==> src/rtl/bf_pkg.sv <==
// Shared constants and types for the beamformer weight controller.
// Bank entry index = {channel, table}, so a config address maps straight to an entry.
package bf_pkg;

  localparam int BF_NCH = 8;
  localparam int BF_WW  = 5;
  localparam int BF_AW  = 5;

  localparam logic [1:0] TBL_COS1 = 2'd0;
  localparam logic [1:0] TBL_SIN1 = 2'd1;
  localparam logic [1:0] TBL_COS2 = 2'd2;
  localparam logic [1:0] TBL_SIN2 = 2'd3;

  localparam logic [BF_WW-1:0] BF_RST_COS = 5'd15;
  localparam logic [BF_WW-1:0] BF_RST_SIN = 5'd0;

  typedef enum logic {
    ST_IDLE = 1'b0,
    ST_PEND = 1'b1
  } bf_state_e;

  function automatic logic is_cos_tbl(input logic [1:0] tbl);
    return (tbl == TBL_COS1) || (tbl == TBL_COS2);
  endfunction

endpackage

==> src/rtl/bf_weight_ctrl_if.sv <==
// Weight-write and commit handshake between a configuration source and bf_weight_ctrl.
interface bf_weight_ctrl_if #(
  parameter int WW = bf_pkg::BF_WW
) ();
  logic                 cfg_valid;
  logic                 cfg_ready;
  logic [bf_pkg::BF_AW-1:0] cfg_addr;
  logic [WW-1:0]        cfg_data;
  logic                 commit_req;
  logic                 commit_busy;
  logic                 commit_done;
  logic [7:0]           epoch;

  modport master (
    output cfg_valid, cfg_addr, cfg_data, commit_req,
    input  cfg_ready, commit_busy, commit_done, epoch
  );

  modport slave (
    input  cfg_valid, cfg_addr, cfg_data, commit_req,
    output cfg_ready, commit_busy, commit_done, epoch
  );
endinterface

==> src/rtl/bf_weight_bank.sv <==
// 4*NCH-entry weight register file: single-entry write port, whole-bank load, full read-out.
// Load takes priority over write; the controller never asserts both together.
module bf_weight_bank
  import bf_pkg::*;
#(
  parameter int               NCH     = BF_NCH,
  parameter int               WW      = BF_WW,
  parameter logic [WW-1:0]    RST_COS = BF_RST_COS
) (
  input  logic                          clock,
  input  logic                          reset,
  input  logic                          we_i,
  input  logic [BF_AW-1:0]              waddr_i,
  input  logic [WW-1:0]                 wdata_i,
  input  logic                          load_i,
  input  logic [4*NCH-1:0][WW-1:0]      load_bank_i,
  output logic [4*NCH-1:0][WW-1:0]      bank_o
);

  logic [4*NCH-1:0][WW-1:0] mem_q, mem_d, dflt;

  always_comb begin
    dflt = '0;
    for (int e = 0; e < 4*NCH; e++) begin
      dflt[e] = is_cos_tbl(2'(e)) ? RST_COS : '0;
    end
  end

  always_comb begin
    mem_d = mem_q;
    if (load_i) begin
      mem_d = load_bank_i;
    end else if (we_i) begin
      mem_d[waddr_i] = wdata_i;
    end
  end

  always_ff @(posedge clock) begin
    if (reset) begin
      mem_q <= dflt;
    end else begin
      mem_q <= mem_d;
    end
  end

  assign bank_o = mem_q;

endmodule

==> src/rtl/bf_weight_ctrl.sv <==
// Shadow/active weight controller: writes land in the shadow bank, a commit copies the
// whole shadow into the active bank on the phase_i==0 edge so all channels switch together.
module bf_weight_ctrl
  import bf_pkg::*;
#(
  parameter int            NCH     = BF_NCH,
  parameter int            WW      = BF_WW,
  parameter logic [WW-1:0] RST_COS = BF_RST_COS
) (
  input  logic                    clock,
  input  logic                    reset,
  input  logic [2:0]              phase_i,
  bf_weight_ctrl_if.slave         cfg,
  output logic [NCH-1:0][WW-1:0]  w_cos_1_o,
  output logic [NCH-1:0][WW-1:0]  w_sin_1_o,
  output logic [NCH-1:0][WW-1:0]  w_cos_2_o,
  output logic [NCH-1:0][WW-1:0]  w_sin_2_o
);

  bf_state_e  state_q, state_d;
  logic [7:0] epoch_q, epoch_d;
  logic       done_q, done_d;
  logic       load;
  logic       shadow_we;

  logic [4*NCH-1:0][WW-1:0] shadow_bank, active_bank;

  always_ff @(posedge clock) begin
    if (reset) begin
      state_q <= ST_IDLE;
      epoch_q <= '0;
      done_q  <= 1'b0;
    end else begin
      state_q <= state_d;
      epoch_q <= epoch_d;
      done_q  <= done_d;
    end
  end

  // Loading on the phase 0->1 edge leaves three clocks before the next prescale rise.
  always_comb begin
    state_d         = state_q;
    epoch_d         = epoch_q;
    done_d          = 1'b0;
    load            = 1'b0;
    cfg.cfg_ready   = 1'b0;
    cfg.commit_busy = 1'b0;
    case (state_q)
      ST_IDLE: begin
        cfg.cfg_ready = 1'b1;
        if (cfg.commit_req) state_d = ST_PEND;
      end
      ST_PEND: begin
        cfg.commit_busy = 1'b1;
        if (phase_i == 3'd0) begin
          load    = 1'b1;
          done_d  = 1'b1;
          epoch_d = epoch_q + 8'd1;
          state_d = ST_IDLE;
        end
      end
      default: state_d = ST_IDLE;
    endcase
  end

  assign cfg.commit_done = done_q;
  assign cfg.epoch       = epoch_q;
  assign shadow_we       = cfg.cfg_valid & cfg.cfg_ready;

  bf_weight_bank #(.NCH(NCH), .WW(WW), .RST_COS(RST_COS)) u_shadow (
    .clock       (clock),
    .reset       (reset),
    .we_i        (shadow_we),
    .waddr_i     (cfg.cfg_addr),
    .wdata_i     (cfg.cfg_data),
    .load_i      (1'b0),
    .load_bank_i ('0),
    .bank_o      (shadow_bank)
  );

  bf_weight_bank #(.NCH(NCH), .WW(WW), .RST_COS(RST_COS)) u_active (
    .clock       (clock),
    .reset       (reset),
    .we_i        (1'b0),
    .waddr_i     ('0),
    .wdata_i     ('0),
    .load_i      (load),
    .load_bank_i (shadow_bank),
    .bank_o      (active_bank)
  );

  always_comb begin
    w_cos_1_o = '0;
    w_sin_1_o = '0;
    w_cos_2_o = '0;
    w_sin_2_o = '0;
    for (int c = 0; c < NCH; c++) begin
      w_cos_1_o[c] = active_bank[4*c + int'(TBL_COS1)];
      w_sin_1_o[c] = active_bank[4*c + int'(TBL_SIN1)];
      w_cos_2_o[c] = active_bank[4*c + int'(TBL_COS2)];
      w_sin_2_o[c] = active_bank[4*c + int'(TBL_SIN2)];
    end
  end

endmodule

==> src/flat_wrapper.sv <==
// flat-port wrapper written by rule: the top's interface ports become plain ports
module bf_weight_ctrl_flat import bf_pkg::*;
#(
  parameter int            NCH     = BF_NCH,
  parameter int            WW      = BF_WW,
  parameter logic [WW-1:0] RST_COS = BF_RST_COS
)
  (clock, reset, phase_i, w_cos_1_o, w_sin_1_o, w_cos_2_o, w_sin_2_o, cfg_cfg_valid, cfg_cfg_addr, cfg_cfg_data, cfg_commit_req, cfg_cfg_ready, cfg_commit_busy, cfg_commit_done, cfg_epoch);
  bf_weight_ctrl_if #(.WW(WW)) cfg_i ();
  input  logic clock;
  input  logic reset;
  input  logic [2:0] phase_i;
  output logic [NCH-1:0][WW-1:0] w_cos_1_o;
  output logic [NCH-1:0][WW-1:0] w_sin_1_o;
  output logic [NCH-1:0][WW-1:0] w_cos_2_o;
  output logic [NCH-1:0][WW-1:0] w_sin_2_o;
  input wire logic [$bits(cfg_i.cfg_valid)-1:0] cfg_cfg_valid;
  input wire logic [$bits(cfg_i.cfg_addr)-1:0] cfg_cfg_addr;
  input wire logic [$bits(cfg_i.cfg_data)-1:0] cfg_cfg_data;
  input wire logic [$bits(cfg_i.commit_req)-1:0] cfg_commit_req;
  output wire logic [$bits(cfg_i.cfg_ready)-1:0] cfg_cfg_ready;
  output wire logic [$bits(cfg_i.commit_busy)-1:0] cfg_commit_busy;
  output wire logic [$bits(cfg_i.commit_done)-1:0] cfg_commit_done;
  output wire logic [$bits(cfg_i.epoch)-1:0] cfg_epoch;
  assign cfg_i.cfg_valid = cfg_cfg_valid;
  assign cfg_i.cfg_addr = cfg_cfg_addr;
  assign cfg_i.cfg_data = cfg_cfg_data;
  assign cfg_i.commit_req = cfg_commit_req;
  assign cfg_cfg_ready = cfg_i.cfg_ready;
  assign cfg_commit_busy = cfg_i.commit_busy;
  assign cfg_commit_done = cfg_i.commit_done;
  assign cfg_epoch = cfg_i.epoch;
  bf_weight_ctrl #(.NCH(NCH), .WW(WW), .RST_COS(RST_COS)) u_core (.clock(clock), .reset(reset), .phase_i(phase_i), .cfg(cfg_i), .w_cos_1_o(w_cos_1_o), .w_sin_1_o(w_sin_1_o), .w_cos_2_o(w_cos_2_o), .w_sin_2_o(w_sin_2_o));
endmodule
==> config.mk <==
export PLATFORM = sky130hd
export DESIGN_NAME = bf_weight_ctrl_flat
export DESIGN_NICKNAME = d
export VERILOG_FILES = /design/src/rtl/bf_pkg.sv /design/src/rtl/bf_weight_ctrl_if.sv /design/src/rtl/bf_weight_bank.sv /design/src/rtl/bf_weight_ctrl.sv /design/src/flat_wrapper.sv
export SDC_FILE = /design/constraint.sdc
export NUM_CORES = 1
export LEC_CHECK = 0
export CAP_MARGIN = 20
export CORE_MARGIN = 4
export CORE_UTILIZATION = 45
export DETAILED_ROUTE_END_ITERATION = 10
export MAX_ROUTING_LAYER = met4
export PLACE_DENSITY = 0.78
export REMOVE_ABC_BUFFERS = 1
export SYNTH_ARGS = -nofsm -noshare
export SYNTH_HDL_FRONTEND = slang
export SYNTH_SLANG_ARGS = --single-unit
==> constraint.sdc <==
create_clock -name clock -period 4.3 [get_ports clock]
set_input_delay 0.645 -clock clock [delete_from_list [all_inputs] [get_ports clock]]
set_output_delay 0.645 -clock clock [all_outputs]
set_load 0.005 [all_outputs]
=== Word level (Yosys, flattened, before mapping) ===
Cells that the tools add are included.

* Reduce and logical (&&, ||, !) cells: 3
* Mux-type cells: 10
* Bitwise gates (word level): 2
* Add/sub/neg operators: 1
* Magnitude comparators: 2

{| class="wikitable"
|+ Operator list
! kind !! count
|-
| $bwmux 160 || 1
|-
| $demux 5 s5 || 1
|-
| $add 8x1->8 const B || 1
|-
| $lt 5x6->1 const B || 1
|-
| $mux 1 || 6
|-
| $ge 5x1->1 const B || 1
|-
| $mux 5 || 1
|-
| $logic_not 3->1 || 1
|-
| $pmux 1 s2 || 1
|-
| $reduce_and 2->1 || 1
|-
| $and 1x1->1 || 1
|-
| $logic_and 1x1->1 || 1
|-
| $not 1->1 || 1
|}

* Flip-flop bits (word level): 330
* Output and inout port bits: 171
* Logic and storage cells: 85
* Bits of input ports: 17

=== Depth between registers and ports, before layout ===
* Depth in word-level cells: 5
* Gate-level depth with buffers: 7

=== Hierarchy ===
A second synthesis with hierarchy kept.

* Cells, all modules: 1676
* Area, all modules: 15393.5 um^2

{| class="wikitable"
|+ By module, submodules not included
! module !! cells an instance !! sequential area each (um^2) !! instances !! area each (um^2)
|-
| bf_weight_bank || 812 || 3203.1 || 2 || 7475.9
|-
| bf_weight_ctrl || 52 || 200.2 || 1 || 441.7
|}

=== Worst setup path before layout ===
Ideal clock, no wire load.

* Kind: in2reg
* Start point: input phase_i[1]
* End point: register u_core.epoch_q[7], in the netlist u_core.cfg.epoch[7]
* Setup time: 121 ps
* Data arrival time: 1921 ps
* Path buffers: 1
* Stages on the path: 4
* Setup slack: 2259 ps
* Cell sequence: or4b_1 clkbuf_2 nor4_1 mux2_2

* Longest elaborated chain between the ends: 2

{| class="wikitable"
|+ RTL lines
! item !! RTL line !! text
|-
| start, declared || flat_wrapper.sv:12 || <nowiki>input logic [2:0] phase_i;</nowiki>
|-
| $logic_not 3->1 || bf_weight_ctrl.sv:55 || <nowiki>if (phase_i == 3'd0) begin</nowiki>
|-
| $reduce_and 2->1 (no line) || - ||
|-
| end signal, assigned || bf_weight_ctrl.sv:35 || <nowiki>epoch_q <= epoch_d;</nowiki>
|-
| end, declared || bf_weight_ctrl.sv:21 || <nowiki>logic [7:0] epoch_q, epoch_d;</nowiki>
|}

Every way passes these cells.
A chain may end at the register's enable or synchronous reset.

=== Worst setup path in the final report ===
* Start point: input phase_i[1]
* End point: register u_core.u_active.mem_q (netlist bit u_core.u_active.bank_o[41])

* Longest elaborated chain between the ends: 3

{| class="wikitable"
|+ RTL lines
! item !! RTL line !! text
|-
| $logic_not 3->1 || bf_weight_ctrl.sv:55 ||
|-
| $mux 1 || bf_weight_ctrl.sv:55 ||
|-
| $mux 1 || bf_weight_ctrl.sv:48 || <nowiki>case (state_q)</nowiki>
|-
| end signal, assigned || bf_weight_bank.sv:40 || <nowiki>mem_q <= dflt;</nowiki>
|-
| end signal, assigned || bf_weight_bank.sv:42 || <nowiki>mem_q <= mem_d;</nowiki>
|-
| end, declared || bf_weight_bank.sv:20 || <nowiki>logic [4*NCH-1:0][WW-1:0] mem_q, mem_d, dflt;</nowiki>
|}

Every way passes these cells.

==> impl_metrics.csv <==
group,metric,value,unit
floorplan,dieArea,27800,um2
worst_setup_path,setup.reg_to_reg.worst_slack,1.89,ns
timing,totalNegativeSetupSlack,0,ns
synth,synth_adder_area_share,0.110,%
worst_setup_path,cp_arrival,2.97,ns
place,gp_congestion,0.797,
floorplan,die-width,167,um
detailed_routing,via_density_per_instance,5.26,
power_and_ir_drop,p_switching,1.23,mW
clocking,post_cts_buffers,0,
floorplan,io_pins,188,
global_route,grt_start_max_net_pins,98,
synth,ys_seq_area_share,58.2,%
power_and_ir_drop,power.ir.vdd_worst,0.293,mV
floorplan,core_area,24500,um2
timing,slew_worst_pin,1.07,ns
cells_and_area,post_route_cells_drive_above_1_share,6.29,%
synth,yosysMostFrequentCell,"sky130_fd_sc_hd__dfxtp_1",
worst_setup_path,crit_type,"input pin to register",
global_route,grt_first_pass_wirelength,43100,um
timing,max_slew_margin,28.3,%
floorplan,initial_util,46.3,%
synth,share_of_the_synthesized_netlist_area_taken_by_xor_and_xnor_gates,0.0772,%
worst_setup_path,launching_element_of_the_worst_setup_path,"phase_i[1]",
worst_setup_path,reg2regPathDepth,4,
timing,finalSetupViolCount,0,
synth,post-synth-top-area-cell,"sky130_fd_sc_hd__dfxtp_1",
cells_and_area,stdcell_area,14400,um2
timing,hold_viol,0,
detailed_routing,drtIter0Drc,438,
floorplan,site_rows,57,
clocking,cts-root-to-sink-buffers,3,
clocking,clk_transition_reported_paths,0.07,ns
worst_setup_path,crit_required,4.79,ns
run,max-cap-violations,0,
synth,postSynthCellCount,988,
global_route,grtUsageTotal,19.2,%
worst_setup_path,critical_path_peak_fanout,36,
timing,layout_worst_path_cycle_share,57.6,%
synth,ys_async_sr_fraction,0,%
clocking,cts_inserted_buffers,31,
synth,synth-warning-count,0,
worst_setup_path,reg2reg_from,"u_core.state_q",
synth,synth_simple_gate_area_share,11.3,%
timing,timing.fmax,404,MHz
cells_and_area,design.final.nets,1158,
power_and_ir_drop,leakagePower,5.86,nW
run_status,result_of_the_run,"finished clean",
place,io_buffers,187,
synth,synth_compound_area_share,12.8,%
worst_setup_path,worst_setup_path_endpoint,"u_core.u_active.bank_o[41]",
synth,largest_family_of_logic_cells_by_synthesized_area,"multiplexers",
synth,ys_top_cells_by_count,"sky130_fd_sc_hd__dfxtp_1, sky130_fd_sc_hd__mux2i_1, sky130_fd_sc_hd__nand2b_1",
timing,final_period_minus_worst_setup_slack,2.48,ns
detailed_routing,drcViolationCount,0,
synth,synth_largest_type_area_fraction,58.2,%
detailed_routing,routed-via-count,7826,
synth,synthMuxAreaShare,14.3,%
synth,post_synth_main_area_contributors,"sky130_fd_sc_hd__dfxtp_1, sky130_fd_sc_hd__mux2i_1, sky130_fd_sc_hd__a22o_1",
place,placedInstanceArea,13400,um2
synth,syn_area,11400,um2
power_and_ir_drop,cellInternalPower,4.64,mW
clocking,cts_root_buf,"sky130_fd_sc_hd__clkbuf_16",
global_route,grt.overflow.total,0,
power_and_ir_drop,pwr_density_cell,408,nW/um2
timing,max_slew_violation_total_from_the_final_report,0,
power_and_ir_drop,portion_of_total_power_attributed_to_sequential_cells,52.4,%
worst_setup_path,setup.worst_path.start_class,"input pin",
timing,fin_skew,0.0187,ns
synth,netlist-cell-type-count,37,
global_route,number_of_antenna_violations_at_the_first_check_in_global_routing,2,
timing,rsz0062_at_grt,"false",
detailed_routing,antenna_violation_net_count_after_detailed_routing,0,
global_route,grt_pass1_vias,7819,
power_and_ir_drop,combinationalPowerShare,3.1,%
cells_and_area,area_growth,26.8,%
worst_setup_path,worstSetupEndpointType,"register",
detailed_routing,route.final.wire_length,27000,um
clocking,post_cts_hold_buffer_count,0,
synth,yosys_register_bits,330,
synth,synth_top_flop_cell,"sky130_fd_sc_hd__dfxtp_1",
clocking,htree_num_levels,1,
power_and_ir_drop,clkPwrFrac,44.6,%
detailed_routing,detail_route.first_pass.iterations,4,
clocking,tritoncts_num_sinks,330,
floorplan,fp.dieH,167,um
synth,postSynthAreaPerCell,11.5,um2
detailed_routing,routed_wire_length_per_instance,18.2,um
clocking,ctsResizeCount,0,
synth,synth_enable_flop_cells,0,
clocking,tritoncts,"done",
clocking,clkLatencyLatePin,0.54,ns
power_and_ir_drop,power.switching_fraction,20.9,%
worst_hold_path,worst_hold_path_startpoint,"u_core.u_shadow.bank_o[144]",
place,post-dp-hpwl,17400,um
worst_setup_path,worstReg2RegEnd,"u_core.u_active.bank_o[41]",
worst_hold_path,hold_path.class,"register to register",
## how the worst min path moves through the flow
stage / endpoint / slack, ns / depth (start not counted)
after global routing: u_core.u_active.bank_o[58] / 0.47 / 1
final: u_core.u_active.bank_o[144] / 0.46 / 1
after detailed placement: u_core.u_active.bank_o[103] / 0.45 / 1
after CTS: u_core.u_active.bank_o[144] / 0.46 / 1
after floorplan: u_core.u_active.bank_o[144] / 0.44 / 1
after global placement: u_core.u_active.bank_o[43] / 0.44 / 1
## sequential cells by signal, summed over array words and instances, names as in the netlist
| signal | flops |
|---|---|
| u_core.u_shadow.bank_o | 160 |
| u_core.u_active.bank_o | 160 |
| u_core.cfg.commit_done | 1 |
| u_core.state_q | 1 |
| u_core.cfg.epoch | 8 |
## final cells by class
class / instances / area, um2
clock buffer: 47 / 916
fill: 2007 / 10100
antenna: 2 / 5.00
tap: 324 / 405
multi-input combinational: 572 / 4400
clock inverter: 7 / 62.6
timing repair buffer: 201 / 1990
inverter: 4 / 16.3
sequential: 330 / 6610
## metrics by stage
step	cells	util, %	hold WS [ns]	setup slack [ns]	total power, mW
floorplan	906	-	0.436	0.0895	3.22
global placement	1431	54.7	0.441	1.30	3.32
detailed placement	1431	54.7	0.446	1.28	3.32
CTS	1485	58.7	0.464	1.84	5.92
global route	1487	58.7	0.475	1.73	6.05
finish	1487	58.7	0.463	1.82	5.87
## logic make-up after synthesis
kind of cell | after synthesis
and+or+nand+nor | 239
muxes | 162
adders and majority gates | 1
xor gates and xnor gates | 1
AOI/OAI and AO/OA | 169
buffers and inverters | 86
DFF | 330
## critical path, cell delays in order
cell,delay (ns)
sky130_fd_sc_hd__clkdlybuf4s50_1,0.42
sky130_fd_sc_hd__or4b_1,0.67
sky130_fd_sc_hd__or2b_2,0.69
sky130_fd_sc_hd__buf_4,0.34
sky130_fd_sc_hd__o22a_1,0.16
## layer usage
layer	GRT usage [%]	wire length, um
met5	-	0
met3	3.37	1270
met2	30.7	12400
met4	3.91	530
met1	25.8	12800
## power by group through the flow
| stage | logic [mW] | clock network (mW) | registers [mW] |
|---|---|---|---|
| finish | 0.179 | 2.61 | 3.07 |
| global route | 0.193 | 2.79 | 3.07 |
| CTS | 0.181 | 2.67 | 3.07 |
| detailed placement | 0.181 | 0 | 3.14 |
| global placement | 0.181 | 0 | 3.14 |
| floorplan | 0.0834 | 0 | 3.14 |
## cell usage in the layout, fill, tap and decap left out, types with 14 or more instances in the layout
| cell | n |
|---|---|
| sky130_fd_sc_hd__dfxtp_1 | 330 |
| sky130_fd_sc_hd__clkdlybuf4s50_1 | 186 |
| sky130_fd_sc_hd__mux2i_1 | 159 |
| sky130_fd_sc_hd__nand2b_1 | 100 |
| sky130_fd_sc_hd__a22o_1 | 97 |
| sky130_fd_sc_hd__nor2_1 | 76 |
| sky130_fd_sc_hd__o22a_1 | 64 |
| sky130_fd_sc_hd__clkbuf_16 | 31 |
| sky130_fd_sc_hd__nand2_1 | 25 |
| sky130_fd_sc_hd__buf_4 | 14 |
(Power assumes the default switching activity.)
